[config.mk]
export PLATFORM = sky130hd
export DESIGN_NAME = stride_counter
export DESIGN_NICKNAME = d
export VERILOG_FILES = /design/src/rtl/stride_counter.sv
export SDC_FILE = /design/constraint.sdc
export NUM_CORES = 1
export LEC_CHECK = 0
export CAP_MARGIN = 40
export CORE_ASPECT_RATIO = 2
export CORE_UTILIZATION = 35
export DETAILED_ROUTE_END_ITERATION = 10
export PLACE_DENSITY = 0.68
export SLEW_MARGIN = 20
export SYNTH_ARGS = -nofsm -noshare
export SYNTH_HDL_FRONTEND = slang
export SYNTH_SLANG_ARGS = --single-unit
[constraint.sdc]
create_clock -name clk -period 6.1 [get_ports clk]
set_clock_uncertainty 0.2 [all_clocks]
set_input_delay 0.915 -clock clk [delete_from_list [all_inputs] [get_ports clk]]
set_output_delay 0.915 -clock clk [all_outputs]
set_load 0.01 [all_outputs]
[src/rtl/stride_counter.sv]
// Up/down stride counter with run-time step, inclusive limit, synchronous load and
// wrap / saturate / one-shot terminal handling. Defaults reproduce the odd-number sequence.
module stride_counter #(
  parameter int WIDTH = 11,
  parameter int START = 1
) (
  input  logic             clk,
  input  logic             reset,
  input  logic             enable,
  input  logic             load,
  input  logic [WIDTH-1:0] load_value,
  input  logic [WIDTH-1:0] step,
  input  logic [WIDTH-1:0] limit,
  input  logic             dir,
  input  logic [1:0]       mode,
  input  logic             start,
  output logic [WIDTH-1:0] count,
  output logic             tc,
  output logic             done,
  output logic             busy
);
  localparam logic [WIDTH-1:0] START_V      = WIDTH'(START);
  localparam logic [1:0]       MODE_SAT     = 2'b01;
  localparam logic [1:0]       MODE_ONESHOT = 2'b10;

  typedef enum logic [1:0] {S_IDLE, S_RUN, S_DONE} state_t;

  state_t           state_q, state_d;
  logic [WIDTH-1:0] count_q, count_d;
  logic             tc_q, tc_d;
  logic             sat_q, sat_d;
  logic             terminal;
  logic             is_oneshot;
  logic [WIDTH-1:0] stepped;
  logic [WIDTH-1:0] clamp_v;
  logic [WIDTH-1:0] wrap_v;

  // The up test is done one bit wider so count+step cannot silently wrap below limit.
  function automatic logic hit_terminal(input logic [WIDTH-1:0] cnt,
                                        input logic [WIDTH-1:0] stp,
                                        input logic [WIDTH-1:0] lim,
                                        input logic             down);
    logic [WIDTH:0] sum;
    sum = {1'b0, cnt} + {1'b0, stp};
    if (down) return (cnt < stp);
    return (sum > {1'b0, lim});
  endfunction

  function automatic logic [WIDTH-1:0] clamp_target(input logic [WIDTH-1:0] lim,
                                                    input logic             down);
    return down ? '0 : lim;
  endfunction

  assign is_oneshot = (mode == MODE_ONESHOT);
  assign terminal   = hit_terminal(count_q, step, limit, dir);
  assign stepped    = dir ? (count_q - step) : (count_q + step);
  assign clamp_v    = clamp_target(limit, dir);
  assign wrap_v     = dir ? limit : START_V;

  always_ff @(posedge clk) begin
    if (reset) begin
      state_q <= S_IDLE;
      count_q <= START_V;
      tc_q    <= 1'b0;
      sat_q   <= 1'b0;
    end else begin
      state_q <= state_d;
      count_q <= count_d;
      tc_q    <= tc_d;
      sat_q   <= sat_d;
    end
  end

  always_comb begin
    state_d = state_q;
    if (!is_oneshot || load) begin
      state_d = S_IDLE;
    end else begin
      case (state_q)
        S_IDLE:  if (start) state_d = S_RUN;
        S_RUN:   if (enable && terminal) state_d = S_DONE;
        S_DONE:  if (start) state_d = S_RUN;
        default: state_d = S_IDLE;
      endcase
    end
  end

  always_comb begin
    count_d = count_q;
    tc_d    = 1'b0;
    sat_d   = sat_q;
    if (load) begin
      count_d = load_value;
      sat_d   = 1'b0;
    end else if (is_oneshot && start && (state_q == S_DONE)) begin
      count_d = START_V;
    end else if (enable) begin
      case (mode)
        MODE_SAT: begin
          if (!sat_q) begin
            if (terminal) begin
              count_d = clamp_v;
              tc_d    = 1'b1;
              sat_d   = 1'b1;
            end else begin
              count_d = stepped;
            end
          end
        end
        MODE_ONESHOT: begin
          // Only RUN advances; IDLE (including the arming edge) and DONE hold.
          if (state_q == S_RUN) begin
            count_d = terminal ? clamp_v : stepped;
            tc_d    = terminal;
          end
        end
        default: begin
          count_d = terminal ? wrap_v : stepped;
          tc_d    = terminal;
        end
      endcase
    end
  end

  always_comb begin
    count = count_q;
    tc    = tc_q;
    busy  = (state_q == S_RUN);
    done  = (state_q == S_DONE);
  end

endmodule

* Word-level counts from Yosys, hierarchy flattened
Index checks and enable logic that the tools add are counted.
Storage, ports and cells: input port bits 41, memories kept 0, latch bits 0, flip-flop bits (word level) 15, output and inout port bits 14, word-level logic and storage cells 55, bits in read-only memories 0, memory bits (writable) 0
Cells by class: muxes and demuxes 22, shifts and indexed selects 0, $lt $le $gt $ge 2, bitwise operators 2, $add $sub $neg 3, multipliers 0, equal/unequal tests 8, divide/modulo/power cells 0, reduce and logical (&&, ||, !) cells 14
Operators by type and width (count):
- $mux 11 | 10
- $pmux 11 s2 | 1
- $add 11x11->12 | 1
- $gt 12x11->1 | 1
- $add 11x11->11 | 1
- $lt 11x11->1 | 1
- $sub 11x11->11 | 1
- $mux 1 | 7
- $reduce_and 3->1 | 2
- $reduce_or 2->1 | 3
- $eq 2x1->1 const B | 2
- $eq 2x2->1 const B | 2
- $mux 2 | 2
- $ne 2x1->1 const B | 2
- $ne 4x3->1 const B | 1
- $ne 4x4->1 const B | 1
- $pmux 2 s2 | 1
- $reduce_or 4->1 | 1
- $logic_and 1x1->1 | 3
- $reduce_bool 3->1 | 1
- $logic_not 2->1 | 1
- $not 1->1 | 2
- $pmux 1 s2 | 1
- $reduce_and 2->1 | 1
- other kinds (2) | 2

* Depth between registers and ports, before layout
depth after elaboration 9, depth in mapped cells 19, gate-level depth less buffers 18

* Worst setup path before layout
Ideal clock, no wire load.
kind in2reg, start in step[0], end reg count_q[2], in the netlist count[2], setup slack 1.570 ns, library setup time 0.088 ns, path buffers 1, arrival time 4.241 ns, required time 5.812 ns, stages 19, path through ha_1 > inv_1 > fa_1 > o21bai_1 > a21oi_1 > o31ai_2 > a221oi_2 > o21ai_0 > a21oi_1 > xor2_1 > ha_1 > and3_1 > a211oi_1 > o211ai_1 > o21ai_1 > o2bb2ai_1 > buf_4 > nand3_1 > a311oi_2
On the way: cells in the longest elaborated chain, start to end 9, elaborated cells between the ends (all ways) 16, classes of those cells 3 x add/sub; 2 x order compare; 11 x mux
RTL lines:
- start: declaration | RTL line 12 | input logic [WIDTH-1:0] step,
- $add 11x11->12 / $lt 11x11->1 (equally long branches) | RTL line 44, 45
- $gt 12x11->1 / $mux 1 (equally long branches) | RTL line 46, 45
- $mux 1 | RTL line 46 | return (sum > {1'b0, lim});
- $mux 11 | RTL line 101, 113
- $mux 11 (on tied branches) | RTL line 112, 100
- $pmux 11 s2 * | RTL line 98 | case (mode)
- $mux 11 * | RTL line 97 | end else if (enable) begin
- $mux 11 * | RTL line 95 | end else if (is_oneshot && start && (state_q == S_DONE)) begin
- $mux 11 * | RTL line 92 | if (load) begin
- end signal: assignment | RTL line 68 | count_q <= count_d;
- end: declaration | RTL line 29 | logic [WIDTH-1:0] count_q, count_d;
Mark *: on every way between the ends. The rest lies on a longest branch, timed or not. The select of a mux whose other input is x is not followed. A chain may end at the register's enable or synchronous reset.

* Final worst setup path
start in step[0], end reg count_q[0], in the netlist count[0]
The elaborated chain is that of the path after synthesis.

==> flow_metrics.py <==
metrics = {
    "grt": {
        "grt_start_max_net_pins": 28,
        "initial_antenna_violation_count": 0,
        "overall_routing_resource_usage": 0.209,
        "grt_pass1_vias": 2572,
        "grt_pass1_wl_um": 11900,
        "globalRouteOverflowTotal": 0,
    },
    "floorplanning": {
        "dieWidth_um": 61.9,
        "fp-row-count": 43,
        "number_of_top_level_design_ports": 55,
        "design.die.area_um2": 7530,
        "floorplan.die.height_um": 122,
        "core_um2": 6940,
        "initial_standard_cell_utilization_of_the_core": 0.361,
    },
    "synth": {
        "postSynthCellCount": 324,
        "synth.avg_cell_area_um2": 7.74,
        "yosysUniqueCellTypes": 60,
        "yosysSeqAreaShare": 0.120,
        "mappedNetlistNets": 403,
        "synth.ff_latch_count": 15,
        "edff_count_synth": 0,
        "async_set_reset_flop_share_out_of_synthesis": 0,
        "synth-warning-count": 0,
        "mappedNetlistArea_um2": 2510,
        "dominantRegCellSynth": "sky130_fd_sc_hd__dfxtp_1",
    },
    "job": {
        "maxCapViolations": 0,
    },
    "routing": {
        "route.vias.total": 2631,
        "post_drt_wl_per_cell_um": 16.4,
        "detail-route-antenna-nets": 0,
        "routed_via_density": 5.73,
        "wirelength_um": 7540,
        "detail_route.first_pass.iterations": 4,
        "drc": 0,
        "dr.first_iter.drc_count": 108,
    },
    "critical_path": {
        "worst_setup_path_startpoint": "step[0]",
        "crit_path_max_fanout": 7,
        "critical_path.endpoint_type": "flip-flop",
        "worstSetupPathType": "input port to flip-flop",
        "r2r_start": "count[0]",
        "worst-endpoint-required_ns": 6.06,
        "worst_setup_path_start_kind": "input port",
        "critical_path_arrival_ns": 5.26,
    },
    "sta": {
        "setup_repair_after_global_routing_missed_its_margin": "no",
        "tightest_slew_ns": 0.767,
        "timing.final.setup_violations": 0,
        "finalCritPeriodShare": 0.868,
        "finalSetupTns_ns": 0,
        "final_period_minus_worst_setup_slack_ns": 5.29,
        "final-hold-violation-count": 0,
        "worst_slew_margin_rel": 0.486,
        "max_freq_mhz": 189,
        "report.final.slew_viol_count": 0,
    },
    "placed_design": {
        "finalWeightedCongestion": 0.927,
        "post-dp-hpwl_um": 6060,
        "number_of_input_and_output_port_buffers_inserted": 54,
    },
    "final_layout": {
        "layout.cells.most_common_list": "sky130_fd_sc_hd__clkdlybuf4s50_1, sky130_fd_sc_hd__inv_1, sky130_fd_sc_hd__ha_1",
        "area.growth.synth_to_final_pct": 26.5,
        "most_common_library_cell_in_the_layout_ignoring_fill_and_taps": "sky130_fd_sc_hd__clkdlybuf4s50_1",
        "antenna-diode-count": 0,
        "fill_cells": 675,
        "final_net_count": 449,
        "layout.area.seq_um2": 300,
        "finalCoreUtilization": 0.457,
        "multi_input_combinational_cell_area_um2": 1940,
        "post_route_cells_drive_above_1_share": 0.0705,
    },
    "pwr": {
        "p_leak_nw": 1.33,
        "max-vdd-ir-drop_mv": 0.0811,
        "pwr_density_cell_nw_per_um2": 243,
    },
    "clocking": {
        "post-cts-setup-buffers": 0,
        "ctsHtreeMaxLevel": 1,
        "cts_inserted_buffers": 3,
        "cts_hold_repair.buffers": 0,
        "cts_tree": "built",
        "cts_resized": 0,
        "clkSinkCount": 15,
        "insertion_delay_ns": 0.25,
        "clock_tree.buffer_depth": 2,
        "clkTransAtPathRegs_ns": 0.05,
        "cts-root-buf": "sky130_fd_sc_hd__clkbuf_16",
    },
    "status": {
        "run_status": "complete, no violations",
    },
    "min_path": {
        "hold_path_startpoint": "sat_q",
        "hold_path.class": "flip-flop to flip-flop",
    },
}
[flip-flops by register name, summed over array words and instances (netlist names)]
signal   count
state_q      2
tc           1
sat_q        1
count       11
[per-stage QoR]
| step | worst slack (ns) | power (mW) | area [um2] | hold WS, ns | std cells |
|---|---|---|---|---|---|
| global route | 0.425 | 0.820 | 3170 | 0.370 | 459 |
| global placement | 0.649 | 0.614 | 3070 | 0.311 | 453 |
| finish | 0.806 | 0.771 | 3170 | 0.330 | 459 |
| detailed placement | 0.626 | 0.631 | 3080 | 0.320 | 454 |
| floorplan | 1.57 | 0.493 | 2510 | 0.293 | 324 |
| CTS | 0.875 | 0.765 | 3160 | 0.331 | 458 |
[worst max-delay path: stages]
cell and delay, ns:
sky130_fd_sc_hd__clkdlybuf4s50_1 0.49, sky130_fd_sc_hd__ha_1 0.20, sky130_fd_sc_hd__inv_1 0.06, sky130_fd_sc_hd__fa_1 0.42, sky130_fd_sc_hd__o21bai_1 0.18, sky130_fd_sc_hd__a21oi_1 0.13, sky130_fd_sc_hd__o31ai_2 0.35, sky130_fd_sc_hd__a221oi_2 0.14
sky130_fd_sc_hd__o21ai_0 0.20, sky130_fd_sc_hd__a21oi_1 0.10, sky130_fd_sc_hd__xor2_1 0.15, sky130_fd_sc_hd__ha_1 0.33, sky130_fd_sc_hd__and3_1 0.20, sky130_fd_sc_hd__a211oi_1 0.22, sky130_fd_sc_hd__o211ai_1 0.12, sky130_fd_sc_hd__o21ai_1 0.19
sky130_fd_sc_hd__o2bb2ai_1 0.33, sky130_fd_sc_hd__buf_4 0.25, sky130_fd_sc_hd__nor3_1 0.05, sky130_fd_sc_hd__o31ai_1 0.23
[worst paths after layout]
path / slack (ns) / endpoint / cells after the start
min: 0.33 / sat_q / 2
max: 0.81 / count[0] / 20
min reg2reg: 0.33 / sat_q / 2
max reg2reg: 1.55 / count[0] / 19
[power by group]
group,switching [mW],internal [mW]
combinational,0.285,0.221
sequential,0.0210,0.112
clock,0.0439,0.0884
total,0.349,0.421
[logic make-up after synthesis]
group | after synthesis | synth area share
xor+xnor | 19 | 0.0664
compound gates | 103 | 0.327
flops | 15 | 0.120
mux | 1 | 0.00399
fa+ha+maj | 39 | 0.200
simple gates | 87 | 0.178
buf+inv | 60 | 0.106
[routing by layer]
layer	wire [um]	part of all wire	vias to the layer above	GRT usage
met3	310	0.041	26	0.0159
met5	0	0	-	0
met2	4030	0.53	97	0.376
met4	516	0.068	0	0.128
met1	2680	0.36	1237	0.221
li1	-	-	1271	-
[final cells by class]
| type | count | share of cell area |
|---|---|---|
| flip-flops and latches | 15 | 0.0946 |
| well taps | 90 | 0.0355 |
| clock inverters | 1 | 0.00237 |
| inverters | 43 | 0.0509 |
| multi-input cells | 249 | 0.612 |
| repair buffers | 58 | 0.181 |
| clock buffers | 3 | 0.0237 |
[synth_stat cells (3+ instances only)]
| master | instances | share of area |
|---|---|---|
| sky130_fd_sc_hd__inv_1 | 42 | 0.063 |
| sky130_fd_sc_hd__ha_1 | 36 | 0.18 |
| sky130_fd_sc_hd__a21oi_1 | 23 | 0.046 |
| sky130_fd_sc_hd__nand2_1 | 17 | 0.025 |
| sky130_fd_sc_hd__nand3_1 | 17 | 0.034 |
| sky130_fd_sc_hd__nor2_1 | 17 | 0.025 |
| sky130_fd_sc_hd__dfxtp_1 | 15 | 0.12 |
| sky130_fd_sc_hd__xnor2_1 | 13 | 0.045 |
| sky130_fd_sc_hd__o21ai_0 | 10 | 0.020 |
| sky130_fd_sc_hd__nor3_1 | 8 | 0.016 |
| sky130_fd_sc_hd__a31oi_1 | 7 | 0.017 |
| sky130_fd_sc_hd__a311oi_2 | 6 | 0.036 |
| sky130_fd_sc_hd__nand2b_1 | 6 | 0.015 |
| sky130_fd_sc_hd__nor2b_1 | 6 | 0.015 |
| sky130_fd_sc_hd__o211ai_1 | 6 | 0.018 |
| sky130_fd_sc_hd__xor2_1 | 6 | 0.021 |
| sky130_fd_sc_hd__a21o_1 | 5 | 0.015 |
| sky130_fd_sc_hd__a221o_1 | 5 | 0.020 |
| sky130_fd_sc_hd__buf_2 | 5 | 0.010 |
| sky130_fd_sc_hd__clkbuf_1 | 5 | 0.0075 |
| sky130_fd_sc_hd__a211oi_1 | 4 | 0.012 |
| sky130_fd_sc_hd__and3_1 | 4 | 0.010 |
| sky130_fd_sc_hd__nand4_1 | 4 | 0.010 |
| sky130_fd_sc_hd__o21ai_1 | 4 | 0.0080 |
| sky130_fd_sc_hd__o31ai_1 | 4 | 0.012 |
| sky130_fd_sc_hd__a211o_1 | 3 | 0.010 |
| sky130_fd_sc_hd__a221oi_1 | 3 | 0.010 |
| sky130_fd_sc_hd__a22oi_1 | 3 | 0.0090 |
| sky130_fd_sc_hd__buf_4 | 3 | 0.0090 |
| sky130_fd_sc_hd__buf_6 | 3 | 0.013 |
Power figures use the tool's default switching activity.
